## src/rtl/sifive_scope_tlc_prot_capture.sv

```systemverilog
// Debug-scope capture engine: snoops TileLink C-channel beats, filters on opcode/prot,
// and records timestamped entries into a circular trace buffer with pre/post-trigger capture.
module sifive_scope_tlc_prot_capture #(
  parameter  int CHANNELS = 2,
  parameter  int DEPTH    = 16,
  parameter  int TS_W     = 16,
  localparam int CH_W     = (CHANNELS > 1) ? $clog2(CHANNELS) : 1,
  localparam int PTR_W    = $clog2(DEPTH),
  localparam int E_W      = TS_W + CH_W + 3 + 7
) (
  input  logic                  clock,
  input  logic                  reset,
  input  logic [CHANNELS-1:0]   mon_valid,
  input  logic [CHANNELS-1:0]   mon_ready,
  input  logic [3*CHANNELS-1:0] mon_opcode,
  input  logic [7*CHANNELS-1:0] mon_prot,
  input  logic                  cfg_arm,
  input  logic                  cfg_stop,
  input  logic [6:0]            cfg_prot_mask,
  input  logic [6:0]            cfg_prot_match,
  input  logic                  cfg_trig_en,
  input  logic [2:0]            cfg_trig_opcode,
  input  logic [PTR_W-1:0]      cfg_post_count,
  input  logic                  rd_req,
  output logic                  rd_valid,
  output logic [E_W-1:0]        rd_data,
  output logic [1:0]            state,
  output logic [PTR_W:0]        level,
  output logic                  triggered,
  output logic [7:0]            drop_count
);

  typedef enum logic [1:0] {
    S_IDLE  = 2'd0,
    S_ARMED = 2'd1,
    S_POST  = 2'd2,
    S_DONE  = 2'd3
  } state_t;

  state_t           cur_state;
  state_t           nxt_state;
  logic [E_W-1:0]   mem [DEPTH];
  logic [PTR_W-1:0] wr_ptr;
  logic [PTR_W-1:0] rd_ptr;
  logic [PTR_W-1:0] post_rem;
  logic [PTR_W-1:0] post_nxt;
  logic [TS_W-1:0]  ts;
  logic [3:0]       n_match;
  logic [CH_W-1:0]  win_ch;
  logic [2:0]       win_op;
  logic [6:0]       win_prot;
  logic [8:0]       drop_sum;
  logic [7:0]       drop_nxt;
  logic             capturing;
  logic             arm_hit;
  logic             wr_en;
  logic             trig_hit;
  logic             pop;

  assign state = cur_state;

  // Scan high-to-low so the lowest-index matching channel is the one left as winner.
  always_comb begin
    n_match  = '0;
    win_ch   = '0;
    win_op   = '0;
    win_prot = '0;
    for (int i = CHANNELS - 1; i >= 0; i--) begin
      if (mon_valid[i] && mon_ready[i] &&
          ((mon_prot[7*i +: 7] & cfg_prot_mask) == (cfg_prot_match & cfg_prot_mask))) begin
        n_match  = n_match + 4'd1;
        win_ch   = CH_W'(i);
        win_op   = mon_opcode[3*i +: 3];
        win_prot = mon_prot[7*i +: 7];
      end
    end
  end

  assign capturing = (cur_state == S_ARMED) || (cur_state == S_POST);
  assign arm_hit   = cfg_arm && !cfg_stop && !capturing;
  assign wr_en     = capturing && !cfg_stop && (n_match != 4'd0);
  assign trig_hit  = wr_en && (cur_state == S_ARMED) && cfg_trig_en && (win_op == cfg_trig_opcode);
  assign pop       = (cur_state == S_DONE) && !arm_hit && rd_req && (level != '0);
  assign rd_ptr    = wr_ptr - level[PTR_W-1:0];

  always_comb begin
    drop_sum = '0;
    if (wr_en) begin
      drop_sum = {1'b0, drop_count} + {5'd0, n_match - 4'd1};
    end
    drop_nxt = drop_sum[8] ? 8'hFF : drop_sum[7:0];
  end

  always_comb begin
    nxt_state = cur_state;
    post_nxt  = post_rem;
    case (cur_state)
      S_IDLE: begin
        if (arm_hit) nxt_state = S_ARMED;
      end
      S_ARMED: begin
        if (cfg_stop) begin
          nxt_state = S_DONE;
        end else if (trig_hit) begin
          post_nxt  = cfg_post_count;
          nxt_state = (cfg_post_count == '0) ? S_DONE : S_POST;
        end
      end
      S_POST: begin
        if (cfg_stop) begin
          nxt_state = S_DONE;
        end else if (wr_en) begin
          post_nxt = post_rem - PTR_W'(1);
          if (post_rem == PTR_W'(1)) nxt_state = S_DONE;
        end
      end
      S_DONE: begin
        if (arm_hit) nxt_state = S_ARMED;
      end
      default: nxt_state = S_IDLE;
    endcase
    if (arm_hit) post_nxt = '0;
  end

  always_ff @(posedge clock) begin
    if (reset) begin
      cur_state  <= S_IDLE;
      post_rem   <= '0;
      ts         <= '0;
      level      <= '0;
      wr_ptr     <= '0;
      triggered  <= 1'b0;
      drop_count <= '0;
      rd_valid   <= 1'b0;
      rd_data    <= '0;
    end else begin
      cur_state <= nxt_state;
      post_rem  <= post_nxt;
      ts        <= arm_hit ? '0 : ts + TS_W'(1);
      rd_valid  <= pop;
      if (pop) rd_data <= mem[rd_ptr];
      if (arm_hit) begin
        level      <= '0;
        wr_ptr     <= '0;
        triggered  <= 1'b0;
        drop_count <= '0;
      end else if (wr_en) begin
        wr_ptr     <= wr_ptr + PTR_W'(1);
        drop_count <= drop_nxt;
        if (level != (PTR_W+1)'(DEPTH)) level <= level + (PTR_W+1)'(1);
        if (trig_hit) triggered <= 1'b1;
      end else if (pop) begin
        level <= level - (PTR_W+1)'(1);
      end
    end
  end

  // Trace storage is deliberately not reset; only the bookkeeping around it is.
  always_ff @(posedge clock) begin
    if (wr_en && !reset) mem[wr_ptr] <= {ts, win_ch, win_op, win_prot};
  end

endmodule

```

## config.mk

```make
export PLATFORM = sky130hd
export DESIGN_NAME = sifive_scope_tlc_prot_capture
export DESIGN_NICKNAME = d
export VERILOG_FILES = /design/src/rtl/sifive_scope_tlc_prot_capture.sv
export SDC_FILE = /design/constraint.sdc
export NUM_CORES = 1
export LEC_CHECK = 0
export BUFFER_PORTS_ARGS = -buffer_cell sky130_fd_sc_hd__buf_2
export CAP_MARGIN = 25
export CORE_MARGIN = 3
export CORE_UTILIZATION = 25
export CTS_CLUSTER_SIZE = 30
export DETAILED_ROUTE_END_ITERATION = 10
export GPL_ROUTABILITY_DRIVEN = 0
export PLACE_DENSITY_LB_ADDON = 0.15
export REMOVE_ABC_BUFFERS = 1
export SETUP_SLACK_MARGIN = 0.2
export SYNTH_ARGS = -nofsm -noshare
export SYNTH_HDL_FRONTEND = slang
export SYNTH_SLANG_ARGS = --single-unit
```

## constraint.sdc

```tcl
create_clock -name clock -period 5.8 [get_ports clock]
set_input_delay 0.29 -clock clock [delete_from_list [all_inputs] [get_ports clock]]
set_output_delay 0.29 -clock clock [all_outputs]
set_load 0.02 [all_outputs]
```

==> out/results.tsv, run 1 <==
metric	value	unit
grt_pass1_vias	11300	
detail_route.iter0.violations	664	
worst_pin_slew	0.998	ns
holdWs	0.0534	ns
die_width	290	um
maxSlewViolCount	0	
grt_remaining_overflow	0	
multi_input_area	5520	um^2
synth_cells	1152	
synth_seq_cells	500	
worstSetupStartpointType	primary input	
synth-main-ff-cell	edfxtp_1	
fin_crit	3.67	ns
r2r_end	rd_data[13]	
final_core_util	30.3	%
grt_pass1_wl	75.5	mm
setup_tns	0	ns
postRouteAntennaNets	0	
gr-usage-all-layers	12.2	%
criticalPathCategory	primary input to flop	
clk-insertion-delay-late	0.61	ns
slew_headroom	33.5	%
yosys-top-cells-area	edfxtp_1 65%, mux4_2 12%, dfxtp_1 6.8%	
r2r-start	wr_ptr[0]	
cts_hold_buf	1	
diodes	0	
wire_per_inst	21.3	um
die_height	290	um
fp.coreArea	79400	um^2
synthArstFlopShare	0	%
cts_buffer_depth	3	
hold_end	state[0]	
cts_setup_buffers	0	
netlist.area_leader.share	64.5	%
die-area	83900	um^2
clock-sinks	500	
fill_cells	7885	
cp.arrival	3.95	ns
ys_top_cells_by_count	432 x edfxtp_1, 108 x mux4_2, 79 x nand2_1	
rsz0062_at_grt	no	
max-cap-violations	0	
hpwl	29.8	mm
clock.fmax	272	MHz
cellPowerDensity	344	nW/um^2
regArea	14300	um^2
ys_types	54	
hold_start	cfg_post_count[3]	
synth_edf_count	432	
crit_path_max_fanout	18	
fin_skew	0.0139	ns
yosysMostFrequentCell	edfxtp_1	
crit_required	6.08	ns
ys_warn_count	0	
rr_worst_depth	10	
cts_tree	yes	
synth_largest_area_cell	edfxtp_1	
rows	103	
ir_worst_vdd	0.000205	V
io_buffers	94	
cts_buffers	55	
grt_max_degree	55	
nNetsFinal	1351	
drc	0	
outcome	complete, no violations	
clkTransAtPathRegs	0.06	ns
drt-total-wl	50.6	mm
cts-resized-gates	0	
cts_max_level	2	
finalHoldViolCount	0	
vias	10600	
drive_gt1_share	26.8	%
area.growth.synth_to_final	19.6	%
leakage	7.99	nW
pin_count	95	
setup_viol	0	
antenna_found_initial	1	
viasPerCell	4.46	
root_buffer	clkbuf_16	
syn_area	20100	um^2
yosysSeqAreaShare	71.3	%
min_delay_path_depth	3	
drt_first_pass_iters	4	
hold_class	primary input to flop	
rrSetupSlack	2.14	ns
syn_avg_cell_area	17.5	um^2
end_kind	flop	
period_share	63.3	%
initial_utilization	25.3	%
-- per-layer routing --
layer | vias up | track usage [%] | part of all wire (%)
met5 | - | 0 | 0
met4 | 0 | 2.66 | 1.7
met3 | 57 | 2.29 | 3.4
met2 | 170 | 19.7 | 47
met1 | 5530 | 17.1 | 48
li1 | 4810 | - | -
-- worst max-delay path by stage --
| stage | start | endpoint | slack [ns] | depth (start not counted) |
|---|---|---|---|---|
| finish | mon_prot[13] | mem[2][1] | 2.13 | 12 |
| global route | wr_ptr[0] | rd_data[13] | 1.85 | 10 |
| CTS | wr_ptr[0] | rd_data[13] | 2.05 | 10 |
| detailed placement | mon_prot[13] | mem[2][0] | 1.48 | 12 |
| global placement | mon_prot[13] | mem[13][23] | 1.43 | 12 |
| floorplan | wr_ptr[0] | rd_data[0] | -0.27 | 8 |
-- per-stage QoR --
stage,total power (W),instance area [um^2],setup WS [ns],std cells
finish,0.00827,24100,2.13,2370
global route,0.00862,24100,1.85,2370
CTS,0.00841,24000,2.05,2367
detailed placement,0.00464,22000,1.48,2263
global placement,0.00464,21900,1.43,2259
floorplan,0.00443,19800,-0.275,1093
-- registers in the layout, summed over array words and instances (netlist names) --
register and count:
wr_ptr 4, state 2, level 5, rd_data 27
triggered 1, mem 432, post_rem 4, drop_count 8
ts 16, rd_valid 1
-- layout by cell type, fill, tap and decap left out, types with 29 or more instances in the layout --
master / netlist / final
a311oi_1: 29 / 29
edfxtp_1: 432 / 432
clkbuf_16: 0 / 55
a21oi_1: 49 / 49
nand2_1: 79 / 79
buf_2: 13 / 94
mux4_2: 108 / 108
xor2_1: 32 / 31
nor2_1: 73 / 69
dfxtp_1: 68 / 68
-- logic make-up after synthesis --
family,share of synthesized area [%]
DFF,71.3
and+or+nand+nor,5.49
adders and majority gates,1.73
muxes,12.4
AOI/OAI and AO/OA,5.34
xor gates and xnor gates,1.92
buffers and inverters,1.84
-- report_power, final --
group | internal, W | switching, W
registers | 0.00390 | 0.0000389
logic | 0.000240 | 0.000360
clock network | 0.00226 | 0.00146
-- final cells by class --
cell class	count	area share, %
flip-flops and latches	500	59.6
multi-input cells	566	23.0
clock buffers	69	6.02
well taps	1050	5.46
repair buffers	124	3.59
clock inverters	34	1.95
inverters	27	0.421
-- worst max-delay path, cell delays in order --
cell,delay [ns]
buf_2,0.11
xor2_1,0.15
a22oi_1,0.36
nand2_1,0.18
or2_2,0.37
ha_1,0.25
nor3_2,0.12
buf_4,0.25
inv_1,0.32
nor4_1,0.43
and2_2,0.67
buf_4,0.44
Power figures use the tool's default switching activity.
==> inputs of run 2 (changes only) <==
==> constraint.sdc (replaced) <==
create_clock -name clock -period 3.1 [get_ports clock]
set_input_delay 0.155 -clock clock [delete_from_list [all_inputs] [get_ports clock]]
set_output_delay 0.155 -clock clock [all_outputs]
set_load 0.02 [all_outputs]
==> out/results.tsv, run 2 (synthesis gave the netlist of run 1 again) <==
metric	value	unit
outcome	complete, no violations	
finalHoldViolCount	0	
diodes	0	
worst_pin_slew	1.01	ns
postRouteAntennaNets	0	
drt_first_pass_iters	5	
drt-total-wl	55.0	mm
final_cells	2493	
hpwl	35.4	mm
clk-insertion-delay-late	0.62	ns
worstSetupStartpointType	flop	
viasPerCell	4.48	
mostFrequentLayoutCells	432 x edfxtp_1, 108 x mux4_2, 94 x buf_2	
slew_headroom	32.7	%
dp_cells	2367	
maxSlewViolCount	0	
fin_crit	2.82	ns
r2r-start	wr_ptr[0]	
antenna_found_initial	1	
cts_buffer_depth	3	
multi_input_area	5690	um^2
cts_max_level	2	
nNetsFinal	1474	
grt_remaining_overflow	0	
largest_register_ffs	432	
fill_cells	7795	
fin_skew	0.0316	ns
end_kind	flop	
grt_max_degree	32	
die_width	290	um
drive_gt1_share	34.7	%
clkTransAtPathRegs	0.06	ns
die_height	290	um
cts_buffers	57	
max-cap-violations	0	
vias	11200	
clock.fmax	355	MHz
gr-usage-all-layers	13.3	%
grt_pass1_vias	12000	
crit_path_max_fanout	4	
initial_utilization	25.3	%
regArea	14300	um^2
crit_start	wr_ptr[0]	
setup_viol	0	
crit_required	3.57	ns
area.growth.synth_to_final	27.0	%
hold_start	mon_opcode[1]	
hold_class	primary input to flop	
fp.coreArea	79400	um^2
pin_count	95	
rows	103	
regMostFlops	mem	
largestRegisters	mem x432, rd_data x27, ts x16	
clock-sinks	500	
detail_route.iter0.violations	706	
grt_pass1_wl	81.9	mm
final_common_cell	edfxtp_1	
final_core_util	32.2	%
wire_per_inst	22.1	um
cp.arrival	3.28	ns
rsz0062_at_grt	yes	
die-area	83900	um^2
drc	0	
ir_worst_vdd	0.000411	V
cellPowerDensity	598	nW/um^2
criticalPathCategory	flop to flop	
holdWs	0.0481	ns
io_buffers	94	
leakage	8.72	nW
period_share	90.9	%
root_buffer	clkbuf_16	
cts_tree	yes	
-- run 2: area by class of cell --
class                   count  area share, %
repair buffers            245           8.89
inverters                  27          0.397
multi-input cells         566           22.3
clock buffers              78           6.17
flip-flops and latches    500           56.1
clock inverters            27          0.990
well taps                1050           5.14
-- run 2: where the power goes --
| group | internal [W] | switching, W |
|---|---|---|
| Sequential | 0.00731 | 0.0000718 |
| Clock | 0.00381 | 0.00272 |
| Combinational | 0.000609 | 0.000763 |
| Total | 0.0117 | 0.00355 |
-- run 2: worst max-delay path, stage by stage (launching register included) --
cell and delay [ns]:
dfxtp_2 0.33, inv_2 0.05, ha_4 0.16, fa_4 0.80
buf_8 0.14, buf_4 0.15, mux4_2 0.30, and2_1 0.18
a211oi_2 0.19, a311oi_1 0.08, buf_4 0.15, a21oi_1 0.11
nor2_1 0.05
-- run 2: stage by stage --
step	TNS, ns	instance area [um^2]	setup slack [ns]	total power (W)
final	0	25500	0.284	0.0153
after global routing	0	25500	0.159	0.0160
after CTS	0	25400	0.169	0.0155
after detailed placement	-16.49	23200	-0.177	0.00880
after global placement	-7.09	23200	-0.104	0.00880
after floorplan	-388.81	19800	-2.97	0.00829
-- run 2: path summary, 6_finish.rpt --
kind                 endpoint  slack, ns  cells past startpoint
setup / recovery  rd_data[12]       0.28                     12
setup reg to reg  rd_data[12]       0.28                     12
hold / removal      mem[1][8]       0.05                      3
hold reg to reg   rd_data[20]       0.48                      2
-- run 2: metal layers --
metal	routed length, um	share of wire [%]	vias to the layer above	global-route usage (%)
met1	25800	47	5845	18.7
met4	881	1.6	0	3.07
met2	26200	48	201	21.6
met3	2100	3.8	69	2.05
met5	0	0	-	0
li1	-	-	5063	-
-- run 2: what timing repair did --
| action | 4_1_cts | 5_1_grt |
|---|---|---|
| hold endpoints to repair | 7 | 0 |
| gates resized for setup | 24 | 27 |
| hold buffers | 7 | 0 |
| setup buffers | 8 | 4 |
| setup endpoints to repair | 21 | 26 |
| pin swaps | 2 | 7 |
| gates cloned | 2 | 0 |
==> inputs of run 3 (changes only) <==
--- a/config.mk
+++ b/config.mk
@@ -5,6 +5,7 @@
 export SDC_FILE = /design/constraint.sdc
 export NUM_CORES = 1
 export LEC_CHECK = 0
+export ABC_AREA = 1
 export BUFFER_PORTS_ARGS = -buffer_cell sky130_fd_sc_hd__buf_2
 export CAP_MARGIN = 25
 export CORE_MARGIN = 3
==> out/results.tsv, run 3 <==
metric	value	unit
outcome	complete, no violations	
fill_cells	8175	
p_seq_share	47.6	%
cts_max_level	2	
regArea	14300	um^2
fp.coreArea	82100	um^2
place_ws	0.190	ns
die_width	294	um
io_buffers	94	
rsz0062_at_grt	no	
synth_cells	1578	
vias	13300	
nNetsFinal	1800	
swShare	24.5	%
syn_area	20800	um^2
ys_types	46	
hold_class	primary input to flop	
dp_cells	2720	
cellPowerDensity	613	nW/um^2
gr-usage-all-layers	13.9	%
regMostFlops	mem	
clkTransAtPathRegs	0.06	ns
ir_worst_vdd	0.000371	V
leakage	9.51	nW
r2r-start	wr_ptr[0]	
synth_seq_cells	500	
r2r_end	rd_data[11]	
detail_route.iter0.violations	945	
crit_path_max_fanout	36	
multi_input_area	5790	um^2
cp.arrival	3.16	ns
grt_max_degree	113	
root_buffer	clkbuf_16	
cts_tree	yes	
die-area	86500	um^2
cts_buffer_depth	3	
rows	105	
yosysSeqAreaShare	69.0	%
setup_viol	0	
crit_required	3.59	ns
rr_worst_depth	12	
cts_buffers	57	
viasPerCell	4.66	
grt_pass1_wl	90.6	mm
die_height	294	um
largestRegisters	mem x432, rd_data x27, ts x16	
hold_end	rd_valid	
grt_remaining_overflow	0	
pin_count	95	
period_share	86.0	%
ys_top_cells_by_count	432 x edfxtp_1, 164 x nor2_1, 144 x nand3_1	
syn_avg_cell_area	13.2	um^2
yosysMostFrequentCell	edfxtp_1	
fin_ws	0.433	ns
drc	0	
maxSlewViolCount	0	
diodes	0	
worst_pin_slew	0.755	ns
yosys-top-cells-area	edfxtp_1 62%, dfxtp_1 6.6%, mux2i_1 5.3%	
synth_edf_count	432	
hold_start	rd_req	
drive_gt1_share	17.0	%
fin_crit	2.67	ns
max-cap-violations	0	
end_kind	flop	
wire_per_inst	21.6	um
power.switching	0.00378	W
area.growth.synth_to_final	21.4	%
grt_pass1_vias	13500	
fin_skew	0.0215	ns
initial_utilization	25.3	%
criticalPathCategory	flop to flop	
clock-sinks	500	
finalHoldViolCount	0	
clock.fmax	375	MHz
slew_headroom	49.7	%
clkPwrFrac	42.1	%
ys_warn_count	0	
hpwl	33.9	mm
synthArstFlopShare	0	%
drt-total-wl	61.5	mm
rrSetupSlack	0.43	ns
final_cells	2842	
synth-main-ff-cell	edfxtp_1	
drt_first_pass_iters	5	
min_delay_path_depth	6	
synth_largest_area_cell	edfxtp_1	
final_common_cell	edfxtp_1	
postRouteAntennaNets	0	
clk-insertion-delay-late	0.62	ns
intPower	0.0117	W
p_comb_share	10.4	%
largest_register_ffs	432	
mostFrequentLayoutCells	432 x edfxtp_1, 157 x nor2_1, 144 x nand3_1	
worstSetupStartpointType	flop	
antenna_found_initial	1	
netlist.area_leader.share	62.5	%
[run 3: worst max path at each step]
stage,start,to,slack (ns),cells past startpoint
floorplan,level[0],rd_data[0],-5.41,8
global placement,cfg_prot_mask[6],drop_count[5],0.16,18
detailed placement,cfg_prot_mask[6],drop_count[5],0.19,18
CTS,wr_ptr[0],rd_data[23],0.26,11
global route,wr_ptr[0],rd_data[2],0.22,11
finish,wr_ptr[0],rd_data[11],0.43,12
[run 3: critical path, cell delays in order (launching register included)]
cell and delay (ns):
dfxtp_2 0.36, inv_2 0.07, ha_4 0.16, fa_4 0.50
xor2_4 0.18, buf_4 0.18, inv_2 0.08, buf_12 0.26
o221ai_1 0.18, nand3_1 0.11, nand3_1 0.22, o211ai_1 0.17
inv_1 0.06
[run 3: final cells by class]
type                       instances  share of cell area (%)
clock inverter                    29                   0.913
tap                             1070                    5.31
clock buffer                      79                    6.23
timing repair buffer             176                    6.15
inverter                         102                    1.52
multi-input combinational        886                    23.0
sequential                       500                    56.9
[run 3: cells by family (layout without fill, tap and decap cells)]
kind of cell	count (synthesis)	count (layout)	synth area share, %
flip-flops	500	500	69.0
adder cells (fa/ha/maj)	26	26	1.68
XOR/XNOR	15	15	0.705
buffers and inverters	192	386	3.78
AO/OA/AOI/OAI	309	309	9.89
AND/OR/NAND/NOR	427	427	9.65
multiplexers	109	109	5.26
[run 3: power groups by stage]
| stage | Sequential, W | Combinational, W | Clock [W] |
|---|---|---|---|
| 4_1_cts | 0.00735 | 0.00156 | 0.00671 |
| 6_report | 0.00735 | 0.00160 | 0.00650 |
| 3_5_place_dp | 0.00749 | 0.00155 | 0 |
| 2_1_floorplan | 0.00751 | 0.000957 | 0 |
| 3_3_place_gp | 0.00749 | 0.00154 | 0 |
| 5_1_grt | 0.00735 | 0.00178 | 0.00698 |
[run 3: per-stage QoR]
stage | utilization (%) | hold WS (ns) | cell area [um^2] | TNS (ns) | power (W)
finish | 30.7 | 0.0649 | 25200 | 0 | 0.0154
global route | 30.7 | 0.0791 | 25200 | 0 | 0.0161
CTS | 30.5 | 0.0157 | 25100 | 0 | 0.0156
detailed placement | 28.2 | 0.453 | 23200 | 0 | 0.00904
global placement | 28.2 | 0.447 | 23200 | 0 | 0.00903
floorplan | - | 0.227 | 20400 | -571.86 | 0.00847
[run 3: what timing repair did]
action,CTS,global route
hold buffers,6,0
endpoints found under the hold margin,7,0
setup endpoints to repair,1,15
gates cloned,0,4
setup buffers,2,2
resized for setup,0,5
pin swaps,1,4
[run 3: metal layers]
metal  up-vias  track usage, %  share of wire (%)
met2       217            23.2                 48
met1      6718            19.2                 47
met4         0            2.86                1.7
met3        78            2.20                3.5
li1       6242               -                  -
met5         -               0                  0
